--- config.mk ---
export PLATFORM = sky130hd
export DESIGN_NAME = pipeline_stall_ctrl
export DESIGN_NICKNAME = d
export VERILOG_FILES = /design/src/rtl/pipeline_stall_ctrl.sv
export SDC_FILE = /design/constraint.sdc
export NUM_CORES = 1
export LEC_CHECK = 0
export ABC_CLOCK_PERIOD_IN_PS = 4150
export BUFFER_PORTS_ARGS = -buffer_cell sky130_fd_sc_hd__buf_4
export CAP_MARGIN = 20
export CORE_MARGIN = 5
export CORE_UTILIZATION = 44
export DETAILED_ROUTE_END_ITERATION = 12
export GPL_ROUTABILITY_DRIVEN = 0
export PLACE_DENSITY_LB_ADDON = 0.3
export SYNTH_ARGS = -nofsm -noshare
export SYNTH_HDL_FRONTEND = slang
export SYNTH_SLANG_ARGS = --single-unit
--- constraint.sdc ---
create_clock -name clk_i -period 4.15 [get_ports clk_i]
set_input_delay 0.83 -clock clk_i [delete_from_list [all_inputs] [get_ports clk_i]]
set_output_delay 0.83 -clock clk_i [all_outputs]
set_load 0.01 [all_outputs]
--- src/rtl/pipeline_stall_ctrl.sv ---
// Stall/flush sequencer for the 5-stage pipeline: merges load-use, branch and dcache-miss stalls.
// Optional perf counters are built when STALL_PERF_CNT_EN is defined.
module pipeline_stall_ctrl #(
    parameter int unsigned MISS_TIMEOUT = 1023,
    parameter int unsigned CNT_W        = 10
) (
    input  logic        clk_i,
    input  logic        rst_i,
    input  logic        ld_use_i,
    input  logic        branch_taken_i,
    input  logic        mem_stall_i,
    output logic        pc_write_o,
    output logic        ifid_write_o,
    output logic        ifid_flush_o,
    output logic        idex_bubble_o,
    output logic        pipe_en_o,
    output logic        timeout_o,
    output logic [31:0] stall_cycles_o,
    output logic [31:0] bubble_cycles_o,
    output logic [31:0] flush_count_o
);

    typedef enum logic [0:0] {StRun, StMiss} state_e;

    localparam logic [CNT_W-1:0] TimeoutCnt = CNT_W'(MISS_TIMEOUT);

    state_e           state_q;
    logic             pend_flush_q;
    logic [CNT_W-1:0] miss_cnt_q;
    logic             timeout_q;

    // Mealy outputs so a stall takes effect in the cycle it is raised.
    always_comb begin
        pc_write_o    = 1'b0;
        ifid_write_o  = 1'b0;
        ifid_flush_o  = 1'b0;
        idex_bubble_o = 1'b0;
        pipe_en_o     = 1'b0;
        if (rst_i) begin
            case (state_q)
                StRun: begin
                    if (mem_stall_i) begin
                        pc_write_o = 1'b0;
                    end else if (ld_use_i) begin
                        idex_bubble_o = 1'b1;
                        pipe_en_o     = 1'b1;
                        ifid_flush_o  = pend_flush_q;
                        ifid_write_o  = pend_flush_q;
                    end else begin
                        pc_write_o   = 1'b1;
                        ifid_write_o = 1'b1;
                        pipe_en_o    = 1'b1;
                        ifid_flush_o = branch_taken_i | pend_flush_q;
                    end
                end
                default: begin
                    pc_write_o = 1'b0;
                end
            endcase
        end
    end

    assign timeout_o = timeout_q & rst_i;

    always_ff @(posedge clk_i) begin
        if (!rst_i) begin
            state_q      <= StRun;
            pend_flush_q <= 1'b0;
            miss_cnt_q   <= '0;
            timeout_q    <= 1'b0;
        end else begin
            case (state_q)
                StRun: begin
                    if (mem_stall_i) begin
                        state_q      <= StMiss;
                        miss_cnt_q   <= {{(CNT_W-1){1'b0}}, 1'b1};
                        pend_flush_q <= branch_taken_i;
                    end else begin
                        pend_flush_q <= 1'b0;
                    end
                end
                default: begin
                    // Branches resolved during the freeze are replayed on the first RUN cycle.
                    pend_flush_q <= pend_flush_q | branch_taken_i;
                    if (mem_stall_i) begin
                        if (miss_cnt_q == TimeoutCnt) begin
                            timeout_q <= 1'b1;
                        end else begin
                            miss_cnt_q <= miss_cnt_q + {{(CNT_W-1){1'b0}}, 1'b1};
                        end
                    end else begin
                        state_q    <= StRun;
                        miss_cnt_q <= '0;
                    end
                end
            endcase
        end
    end

`ifdef STALL_PERF_CNT_EN
    logic [31:0] stall_cnt_q;
    logic [31:0] bubble_cnt_q;
    logic [31:0] flush_cnt_q;

    always_ff @(posedge clk_i) begin
        if (!rst_i) begin
            stall_cnt_q  <= '0;
            bubble_cnt_q <= '0;
            flush_cnt_q  <= '0;
        end else begin
            if (!pipe_en_o) begin
                stall_cnt_q <= stall_cnt_q + 32'd1;
            end
            if (idex_bubble_o) begin
                bubble_cnt_q <= bubble_cnt_q + 32'd1;
            end
            if (ifid_flush_o) begin
                flush_cnt_q <= flush_cnt_q + 32'd1;
            end
        end
    end

    assign stall_cycles_o  = rst_i ? stall_cnt_q  : 32'd0;
    assign bubble_cycles_o = rst_i ? bubble_cnt_q : 32'd0;
    assign flush_count_o   = rst_i ? flush_cnt_q  : 32'd0;
`else
    assign stall_cycles_o  = 32'd0;
    assign bubble_cycles_o = 32'd0;
    assign flush_count_o   = 32'd0;
`endif

endmodule
# Yosys cells after proc, flatten, opt, wreduce, memory -nomap -nowiden
# Cells that the tools add are included.
[op_classes]
n_bitwise = 2
mux = 26
n_addsub = 1
n_eq_ne = 2
n_reduce_logical = 3
[op_table]
columns = ["op", "count"]
rows = [
  ["10-bit two-way mux", 4],
  ["1-bit two-way mux", 22],
  ["10-bit by 1-bit adder with 10-bit output (second input constant)", 1],
  ["10-bit equality test (second input constant)", 1],
  ["3-bit inequality test (second input constant)", 1],
  ["3-bit AND reduction", 1],
  ["2-bit AND reduction", 1],
  ["2-bit nonzero test", 1],
  ["1-bit AND", 1],
  ["1-bit OR", 1],
]
[word_totals]
out_inout_bits = 102
reg_bits = 13
wordCells = 38

# Logic depth before layout (Yosys ltp)
[depth]
ltp_word = 5
ltp_mapped = 5
depth_no_buf = 5

# Least setup slack after synthesis
# OpenSTA, ideal clock, no wires.
[synth_path]
path_kind = "input-to-output"
startpoint = "in mem_stall_i"
endpoint = "out ifid_write_o"
cell_stages = 4
slack_ns = 1.722
t_arrival_ns = 1.598
cell_sequence = "nor2_1 nand2_1 inv_1 o21a_1"
[synth_between]
elab_chain_len = 3
[synth_rtl]
columns = ["item", "line_no", "source"]
rows = [
  ["start, declared", "11", "input logic mem_stall_i,"],
  ["1-bit two-way mux", "42", "if (mem_stall_i) begin"],
  ["1-bit two-way mux", "40", "case (state_q)"],
  ["1-bit two-way mux", "39", "if (rst_i) begin"],
  ["end, declared", "13", "output logic ifid_write_o,"],
]
# Every way passes these cells.

# Worst setup path after layout
# Ends and elaborated chain as after synthesis.

==> results.toml <==
[final_layout]
area.growth.synth_to_final_pct = -14.82
antenna_cells = 0
nNetsFinal = 205
final_layout_size_suffix_gt1_share_pct = 11.11
multiInputGateArea_um2 = 820.8
stdcell_area_um2 = 1251
fillCellCount = 351
regArea_um2 = 260.3

[die]
die_w_um = 67.78
io_pins = 107
core_um2 = 3284
die_area_um2 = 4594
initial_utilization_pct = 44.72
num_rows = 21
chipHeight_um = 67.78

[synth]
synth_edf_count = 0
synth.most_common_cell = "buf_4"
synthTopCellsByCount = "buf_4, dfxtp_1, nand2_1, nor2_1, o21ai_0"
synth-main-ff-cell = "dfxtp_1"
yosysTopAreaCell = "buf_4"
synth.distinct_cells = 38
yosysWarnings = 0
yosysSeqAreaShare_pct = 17.72
synth_top_area_share_pct = 49.06
ys_async_sr_fraction_pct = 0
synth_cells = 188
avgSynthCellArea_um2 = 7.813
synth_seq_cells = 13
netlist_area_um2 = 1469
ys_top_cells_by_area = "buf_4, dfxtp_1, nand2_1"

[sta]
min_period_ns = 2.697
slew_viol_final = 0
hold_violations = 0
setup_tns_ns = 0
fmax_mhz = 370.7
fin_skew_ns = 0.001100
rsz0062_at_grt = "false"
setup-violations-final = 0
post-route-period-util_pct = 65.00

[cts]
cts_setup_buffers = 0
clock-sinks = 13
worst_skew_pair.late_latency_ns = 0.28
clk_pin_slew_ns = 0.08
clock-root-buffer = "clkbuf_4"
cts_tree = "built"
cts_buffers = 3
clockBufferDepth = 2
holdBufCountCts = 0
htree_levels = 1
postCtsResizedCells = 0

[worst_setup_path]
crit_required_ns = 3.32
path_cells = "buf_4 -> nor2_1 -> nand2_1 -> inv_1 -> o21a_1 -> buf_4"
max_stage_delay_ns = 0.39
cpMostUsedCell = "buf_4"
endpoint_kind = "output pin"
critPathKind = "input pin to output pin"
crit_arrival_ns = 1.87
reg2reg_depth = 5
slowest_stage = "nor2_1"
r2r-start = "miss_cnt_q[0]"
crit_start = "mem_stall_i"
cp_max_fo = 8
startpoint_type = "input pin"

[pwr]
power.switching_mw = 0.09986
power_mw = 0.2747
p_per_area_nw_per_um2 = 219.5
power.leakage_nw = 0.6462
power.sequential.fraction_pct = 46.9
vdd_drop_max_uv = 127.7
comb_power_share_pct = 23.7
p_int_mw = 0.1748
switching_share_pct = 36.36
p_clk_share_pct = 29.4

[route]
vias = 940
vias_per_cell = 3.852
ant_nets = 0
drtIter0Drc = 6
wirelength_mm = 2.233
drc = 0
routedWlPerCell_um = 9.152
first_pass_iters = 4

[global_route]
grt_first_pass_wirelength_mm = 2.980
track_usage_pct = 8.299
overflow = 0
grt_max_degree = 22
antenna_found_initial = 0
grt_pass1_vias = 703

[min_path]
hold_class = "flop to flop"
hold_depth = 2
hold_start = "miss_cnt_q[1]"

[place]
dpl.hpwl_mm = 1.829
dpl_cell_area_um2 = 1225
port_buffers = 10

[run]
maxCapViolations = 0

[run_status]
status = "complete, no violations"
-- state kept, by name, indices dropped and copies added, names as in the netlist --
signal        cells
miss_cnt_q       10
timeout_q         1
pend_flush_q      1
state_q           1
-- logic make-up (layout without fill, tap and decap cells) --
group,Yosys count,after routing,synth area share [%]
AO/OA/AOI/OAI,29,29,14.31
AND/OR/NAND/NOR,42,42,16.18
buffers and inverters,102,17,50.68
flip-flops,13,13,17.72
other,1,96,0.2553
adder cells (fa/ha/maj),1,1,0.8517
-- final timing paths --
path / slack [ns] / end
setup reg to reg: 2.51 / miss_cnt_q[0]
hold reg to reg: 0.49 / miss_cnt_q[1]
hold / removal: 0.49 / miss_cnt_q[1]
setup / recovery: 1.45 / ifid_write_o
-- cells in the final DEF, fill, tap and decap left out, types with 2 or more instances in the layout --
| cell | instances |
|---|---|
| a21oi_1 | 5 |
| nor2_1 | 9 |
| a21boi_0 | 2 |
| nand3_1 | 7 |
| conb_1 | 96 |
| inv_1 | 3 |
| buf_4 | 10 |
| nand2_1 | 12 |
| clkbuf_4 | 3 |
| dfxtp_1 | 13 |
| and2_1 | 3 |
| o21ai_0 | 8 |
| nor4_1 | 2 |
-- critical path, delay by kind of cell --
| family | cells | cell delay [ns] |
|---|---|---|
| simple gates | 2 | 0.57 |
| compound gates | 1 | 0.12 |
| buf+inv | 3 | 0.34 |
-- power by group through the flow --
stage          combinational [mW]  clock (mW)  sequential, mW
2_1_floorplan               0.120           0           0.131
3_3_place_gp               0.0624           0           0.132
3_5_place_dp               0.0622           0           0.132
4_1_cts                    0.0622      0.0885           0.129
5_1_grt                    0.0735      0.0897           0.130
6_report                   0.0650      0.0807           0.129
-- stage by stage --
| stage | hold WS [ns] | worst slack, ns | utilization (%) | cells |
|---|---|---|---|---|
| 4_1_cts | 0.4964 | 1.441 | 38.10 | 244 |
| 3_5_place_dp | 0.4754 | 1.444 | 37.30 | 240 |
| 6_report | 0.4949 | 1.453 | 38.10 | 244 |
| 5_1_grt | 0.5367 | 1.288 | 38.10 | 244 |
| 2_1_floorplan | 0.4501 | 1.722 | - | 283 |
| 3_3_place_gp | 0.4793 | 1.449 | 37.30 | 240 |
-- final cells by class --
class	instances	share of cell area, %
clock buffer	4	2.100
inverter	3	0.9000
tap	46	4.600
timing repair buffer	10	6.000
sequential	13	20.80
multi-input combinational	168	65.60
-- layer usage --
layer	track usage [%]	vias up	part of all wire [%]
met5	0	-	0
met4	3.722	0	0.85
met3	1.664	2	14
met2	14.70	58	48
met1	9.514	423	38
li1	-	457	-
No activity file was read; power rests on OpenSTA's default activity.
